`src/rtl/qmfir_pkg.sv`:
```
// QM-FIR shared types and constants.
// Read-tag encoding for the memory arbiter response path.
package qmfir_pkg;

  localparam int QMFIR_AW = 14;
  localparam int QMFIR_DW = 24;

  typedef enum logic [1:0] {
    TAG_NONE = 2'd0,
    TAG_UART = 2'd1,
    TAG_FIR  = 2'd2
  } rd_tag_t;

endpackage

```
`src/rtl/qmfir_rd_tag_pipe.sv`:
```
// Read-tag shift register that tracks which requester owns
// each in-flight memory read.
module qmfir_rd_tag_pipe
  import qmfir_pkg::*;
#(
  parameter int DEPTH = 2
) (
  input  logic    clk,
  input  logic    arst_n,
  input  rd_tag_t tag_i,
  output rd_tag_t tag_o
);

  rd_tag_t stage_q [DEPTH];
  rd_tag_t stage_d [DEPTH];

  always_comb begin
    stage_d[0] = tag_i;
    for (int i = 1; i < DEPTH; i++) begin
      stage_d[i] = stage_q[i-1];
    end
  end

  always_ff @(posedge clk or negedge arst_n) begin
    if (!arst_n) begin
      for (int i = 0; i < DEPTH; i++) begin
        stage_q[i] <= TAG_NONE;
      end
    end else begin
      for (int i = 0; i < DEPTH; i++) begin
        stage_q[i] <= stage_d[i];
      end
    end
  end

  assign tag_o = stage_q[DEPTH-1];

endmodule

```
`src/rtl/qmfir_mem_arb.sv`:
```
// Single-port memory arbiter: FIR stream has priority, a
// starvation counter bounds how long a UART request can wait.
module qmfir_mem_arb
  import qmfir_pkg::*;
#(
  parameter int AW            = QMFIR_AW,
  parameter int DW            = QMFIR_DW,
  parameter int RD_LAT        = 1,
  parameter int MAX_FIR_BURST = 8
) (
  input  logic          clk,
  input  logic          arst_n,
  input  logic [AW-1:0] uart_addr,
  input  logic [DW-1:0] uart_dout,
  input  logic          uart_mem_we,
  input  logic          uart_mem_re,
  output logic [DW-1:0] uart_mem_din,
  output logic          uart_mem_rvalid,
  output logic          uart_busy,
  output logic          uart_req_drop,
  input  logic          fir_req,
  input  logic          fir_we,
  input  logic [AW-1:0] fir_addr,
  input  logic [DW-1:0] fir_wdata,
  output logic          fir_gnt,
  output logic [DW-1:0] fir_rdata,
  output logic          fir_rvalid,
  output logic          mem_en,
  output logic          mem_we,
  output logic [AW-1:0] mem_addr,
  output logic [DW-1:0] mem_wdata,
  input  logic [DW-1:0] mem_rdata
);

  localparam int CW = (MAX_FIR_BURST > 0) ?
    $clog2(MAX_FIR_BURST + 1) : 1;
  localparam logic [CW-1:0] CMAX = CW'(MAX_FIR_BURST);

  logic          pend_q, pend_d;
  logic [AW-1:0] ub_addr_q, ub_addr_d;
  logic [DW-1:0] ub_data_q, ub_data_d;
  logic          ub_we_q, ub_we_d;
  logic          drop_q, drop_d;
  logic [CW-1:0] starve_q, starve_d;

  logic          mem_en_q, mem_en_d;
  logic          mem_we_q, mem_we_d;
  logic [AW-1:0] mem_addr_q, mem_addr_d;
  logic [DW-1:0] mem_wdata_q, mem_wdata_d;

  logic          u_rv_q, u_rv_d;
  logic [DW-1:0] u_rd_q, u_rd_d;
  logic          f_rv_q, f_rv_d;
  logic [DW-1:0] f_rd_q, f_rd_d;

  logic          uart_pulse;
  logic          force_uart;
  logic          fir_issue;
  logic          uart_issue;
  rd_tag_t       tag_in;
  rd_tag_t       tag_out;

  assign uart_pulse = uart_mem_we | uart_mem_re;

  always_comb begin
    force_uart = pend_q & (starve_q == CMAX);
    fir_issue  = fir_req & ~force_uart;
    uart_issue = ~fir_issue & pend_q;

    pend_d    = pend_q;
    ub_addr_d = ub_addr_q;
    ub_data_d = ub_data_q;
    ub_we_d   = ub_we_q;
    drop_d    = 1'b0;
    if (uart_issue) pend_d = 1'b0;
    // Issuing frees the buffer in time to take a same-cycle pulse.
    if (uart_pulse) begin
      if (!pend_q || uart_issue) begin
        pend_d    = 1'b1;
        ub_addr_d = uart_addr;
        ub_data_d = uart_dout;
        ub_we_d   = uart_mem_we;
      end else begin
        drop_d = 1'b1;
      end
    end

    starve_d = starve_q;
    if (uart_issue || !pend_q) begin
      starve_d = '0;
    end else if (fir_issue && starve_q != CMAX) begin
      starve_d = starve_q + 1'b1;
    end
  end

  always_comb begin
    mem_en_d    = fir_issue | uart_issue;
    mem_we_d    = 1'b0;
    mem_addr_d  = mem_addr_q;
    mem_wdata_d = mem_wdata_q;
    tag_in      = TAG_NONE;
    unique case (1'b1)
      fir_issue: begin
        mem_we_d    = fir_we;
        mem_addr_d  = fir_addr;
        mem_wdata_d = fir_wdata;
        tag_in      = fir_we ? TAG_NONE : TAG_FIR;
      end
      uart_issue: begin
        mem_we_d    = ub_we_q;
        mem_addr_d  = ub_addr_q;
        mem_wdata_d = ub_data_q;
        tag_in      = ub_we_q ? TAG_NONE : TAG_UART;
      end
      default: ;
    endcase
  end

  always_comb begin
    u_rv_d = (tag_out == TAG_UART);
    f_rv_d = (tag_out == TAG_FIR);
    u_rd_d = u_rv_d ? mem_rdata : u_rd_q;
    f_rd_d = f_rv_d ? mem_rdata : f_rd_q;
  end

  qmfir_rd_tag_pipe #(
    .DEPTH (RD_LAT + 1)
  ) u_tag_pipe (
    .clk    (clk),
    .arst_n (arst_n),
    .tag_i  (tag_in),
    .tag_o  (tag_out)
  );

  always_ff @(posedge clk or negedge arst_n) begin
    if (!arst_n) begin
      pend_q      <= 1'b0;
      ub_addr_q   <= '0;
      ub_data_q   <= '0;
      ub_we_q     <= 1'b0;
      drop_q      <= 1'b0;
      starve_q    <= '0;
      mem_en_q    <= 1'b0;
      mem_we_q    <= 1'b0;
      mem_addr_q  <= '0;
      mem_wdata_q <= '0;
      u_rv_q      <= 1'b0;
      u_rd_q      <= '0;
      f_rv_q      <= 1'b0;
      f_rd_q      <= '0;
    end else begin
      pend_q      <= pend_d;
      ub_addr_q   <= ub_addr_d;
      ub_data_q   <= ub_data_d;
      ub_we_q     <= ub_we_d;
      drop_q      <= drop_d;
      starve_q    <= starve_d;
      mem_en_q    <= mem_en_d;
      mem_we_q    <= mem_we_d;
      mem_addr_q  <= mem_addr_d;
      mem_wdata_q <= mem_wdata_d;
      u_rv_q      <= u_rv_d;
      u_rd_q      <= u_rd_d;
      f_rv_q      <= f_rv_d;
      f_rd_q      <= f_rd_d;
    end
  end

  assign fir_gnt         = ~force_uart;
  assign uart_busy       = pend_q;
  assign uart_req_drop   = drop_q;
  assign mem_en          = mem_en_q;
  assign mem_we          = mem_we_q;
  assign mem_addr        = mem_addr_q;
  assign mem_wdata       = mem_wdata_q;
  assign uart_mem_rvalid = u_rv_q;
  assign uart_mem_din    = u_rd_q;
  assign fir_rvalid      = f_rv_q;
  assign fir_rdata       = f_rd_q;

endmodule

```
`config.mk`:
```
export PLATFORM = sky130hd
export DESIGN_NAME = qmfir_mem_arb
export DESIGN_NICKNAME = d
export VERILOG_FILES = /design/src/rtl/qmfir_pkg.sv /design/src/rtl/qmfir_rd_tag_pipe.sv /design/src/rtl/qmfir_mem_arb.sv
export SDC_FILE = /design/constraint.sdc
export NUM_CORES = 1
export LEC_CHECK = 0
export ABC_CLOCK_PERIOD_IN_PS = 4900
export BUFFER_PORTS_ARGS = -buffer_cell sky130_fd_sc_hd__buf_4
export CAP_MARGIN = 15
export CORE_ASPECT_RATIO = 1.1
export CORE_MARGIN = 1.5
export CORE_UTILIZATION = 50
export CTS_BUF_LIST = sky130_fd_sc_hd__clkbuf_16
export DETAILED_ROUTE_END_ITERATION = 10
export GPL_TIMING_DRIVEN = 0
export HOLD_SLACK_MARGIN = 0.08
export PLACE_DENSITY = 0.8
export RECOVER_POWER = 50
export SLEW_MARGIN = 10
export SYNTH_ARGS = -nofsm -noshare
export SYNTH_HDL_FRONTEND = slang
export SYNTH_SLANG_ARGS = --single-unit
```
`constraint.sdc`:
```
create_clock -name clk -period 4.9 [get_ports clk]
set_clock_uncertainty 0.1 [all_clocks]
set_input_delay 0.245 -clock clk [delete_from_list [all_inputs] [get_ports clk]]
set_output_delay 0.245 -clock clk [all_outputs]
set_load 0.01 [all_outputs]
```
==> summary.md <==
| Metric | Value |
|---|---|
| Reg-to-Reg End | ub_addr_q[6] |
| Mean post-synth cell area | between 15 and 20 um2 |
| Least-Margin Pin Slew | approximately 1.8 ns |
| R2r worst-path depth | 7 |
| Antenna violations before repair | 0 |
| I/O Buffers | roughly 200 |
| Syn Std Cell Area | about 5700 um2 |
| Clock Latency Late Sink | 0.41 ns |
| Commonest non-fill, non-tap cells in the layout | mux2_2 (142), dfrtp_1 (139), buf_4 (106) |
| Critical Path Sink Type | asynchronous set/reset pin |
| Final GP Congestion | 0.714 |
| Max cap viols | 1 |
| Yosys warnings | 0 |
| Core area | ~11000 um2 |
| Tot Pwr | approximately 3.4 mW |
| Max frequency | approximately 0.38 GHz |
| Hold path endpoint | u_tag_pipe.tag_o[0] |
| I/O pins | between 150 and 200 |
| # rows | 40 |
| Max Used Layer | met4 |
| Post-Route WL | roughly 15000 um |
| DR WL met2 | roughly 8100 um |
| Min-Delay Path Depth | 0 |
| Synth Register Bits | roughly 140 |
| Top FF cell, synth | dfrtp_1 |
| HPWL Detailed | around 9000 um |
| Startpoint Class | primary input |
| Effective utilization at floorplan | between 50 and 60% |
| First-pass GRT wire length | around 25000 um |
| Cells along the critical path | dlygate4sd3_1, buf_6, clkbuf_2 |
| GRT Resource Usage Total | around a quarter |
| Post-route minimum period | around 2.6 ns |
| Post-CTS setup buffer count | 0 |
| Cts bufs inserted | 17 |
| Clock Tree Root | clkbuf_16 |
| Post-synthesis sequential area ratio | roughly three fifths |
| Slew Limit Fails | 75 |
| Relative slew slack | -18.9% |
| Largest net degree at the start of global routing | 75 |
| CTS Buffer Depth | 2 |
| Outcome | finished with violations |
| WP data arrival | 2.72 ns |
| Clock transition at path regs | 0.06 ns |
| Fraction of layout cells with a size suffix above 1 | 46.1% |
| DR WL/cell | 18.4 um |
| Final setup fails | 0 |
| Hold/Removal Path Class | reg2reg |
| Fin area | a little under 9000 um2 |
| Async SR Flop Fraction | 100% |
| Failing checks | max-capacitance violations, max-slew violations |
| Reg2reg setup slack | ~3.0 ns |
| CP max-delay cell | clkbuf_2 |
| Wl on met1 | around 6000 um |
| Syn Inst Count | ~350 |
| P per Cell Area | 395 nW/um2 |
| Crit share post-route | a little over half |
| Vias in the first global route | 4808 |
| Drt first pass iters | 4 |
| Leakage | approximately 4 nW |
| Reg-to-Reg Start | starve_q[0] |
| Setup total negative slack | 0 ns |
| WP buf/inv | 3 |
| EDFF count, synth | 0 |
| Routed vias | approximately 4200 |
| Synth Net Count | 460 |
| CTS tree | done |
| Unique cell type count in the Yosys netlist | 26 |
| CTS H-Tree Depth | 4 |
| Final hold vios | 0 |
| CTS Sinks | 139 |
| Final ANT Viol Nets | 0 |
| Crit path max-delay family | buffers and inverters |
| Die height | roughly 120 um |
| Die X | between 100 and 150 um |
| CP max FO | 74 |
| Worst EP required | around 5 ns |
| Residual DRC | 0 |
| Area growth syn-to-layout | 51.9% |
| RSZ-0062 raised after global routing | no |
| Met3 routed WL | 916 um |
| Maximum vdd ir drop | about 0.22 mV |
| Final nets | between 700 and 800 |
| Setup Crit Path Kind | in2async |
| Placed Instance Area | about 7400 um2 |
| Worst path max stage delay | 1.38 ns |
| Total congestion overflow | 0 |
| Initial DRC Count | around 130 |
| Commonest non-fill, non-tap cell in the layout | mux2_2 |
| Antenna Cells | 0 |
| Worst Hold Launch | u_tag_pipe.stage_d[0] |
| Die footprint | around 12000 um2 |
| Vias per inst | roughly 5.0 |
metal layers:
layer  GRT usage (%)  up-vias
met5               0        -
met4            10.3        0
met3            6.58       27
met2            48.4      169
met1            30.2     2095
li1                -     1882
flip-flops by register name, indices dropped and copies added, names as in the netlist, 4 cells and up:
name,cells
ub_addr_q,14
mem_wdata,24
fir_rdata,24
mem_addr,14
starve_q,4
uart_mem_din,24
ub_data_q,24
layout make-up:
cell class,instances,area (um2)
well taps,147,184
clock buffers,17,425
flip-flops and latches,139,3480
clock inverters,15,171
plain buffers,19,159
inverters,5,18.8
multi-input cells,189,2080
repair buffers,304,2200
fillers,719,2350
worst register-to-register path: cells and delay by family, from the launching register on:
family / cells / cell delay [ns]
adder cells (fa/ha/maj): 1 / 0.18
multiplexers: 1 / 0.31
AO/OA/AOI/OAI: 1 / 0.21
AND/OR/NAND/NOR: 1 / 0.16
flip-flops: 1 / 0.41
buffers and inverters: 3 / 0.46
synth_stat cells (all sizes together) (2+ instances only):
master	count	area share (%)
nand2	4	0.26
mux2	162	33
ha	2	0.44
and3	2	0.22
nor2	6	0.39
buf	18	2.8
dfrtp	139	61
inv	5	0.33
worst max path at each step:
stage / start / endpoint / slack [ns] / depth (start not counted)
floorplan: starve_q[0] / mem_addr[0] / 3.18 / 6
global placement: arst_n / ub_data_q[13] / 2.99 / 1
detailed placement: starve_q[0] / ub_addr_q[7] / 3.01 / 7
CTS: starve_q[0] / ub_addr_q[11] / 2.99 / 7
global route: arst_n / ub_addr_q[3] / 1.78 / 3
finish: arst_n / mem_addr[3] / 2.26 / 3
where the power goes:
group          total (mW)  switching (mW)  internal (mW)
Combinational       0.693           0.306          0.387
Clock                1.30           0.503          0.800
Sequential           1.45           0.111           1.34
Total                3.45           0.920           2.53
kinds of logic after synthesis:
logic type               count (synthesis)  share of synthesized area (%)
adder cells (fa/ha/maj)                  2                          0.436
XOR/XNOR                                 2                          0.305
multiplexers                           163                           33.3
flip-flops                             139                           60.6
buffers and inverters                   24                           3.18
AO/OA/AOI/OAI                            3                          0.436
AND/OR/NAND/NOR                         19                           1.72
per-stage QoR:
stage	hold WS (ns)	util, %	instances	setup WS [ns]
finish	0.253	78.8	835	2.26
detailed placement	0.181	67.3	698	3.01
floorplan	-0.151	-	352	3.18
CTS	0.253	82.1	835	2.99
global placement	0.235	67.0	697	2.99
global route	0.266	78.8	835	1.78
what timing repair did:
item,4_1_cts,5_1_grt
hold endpoints to repair,195,0
gates resized for setup,0,0
hold buffers,105,0
Note: power is estimated with default switching activity, not from simulation.
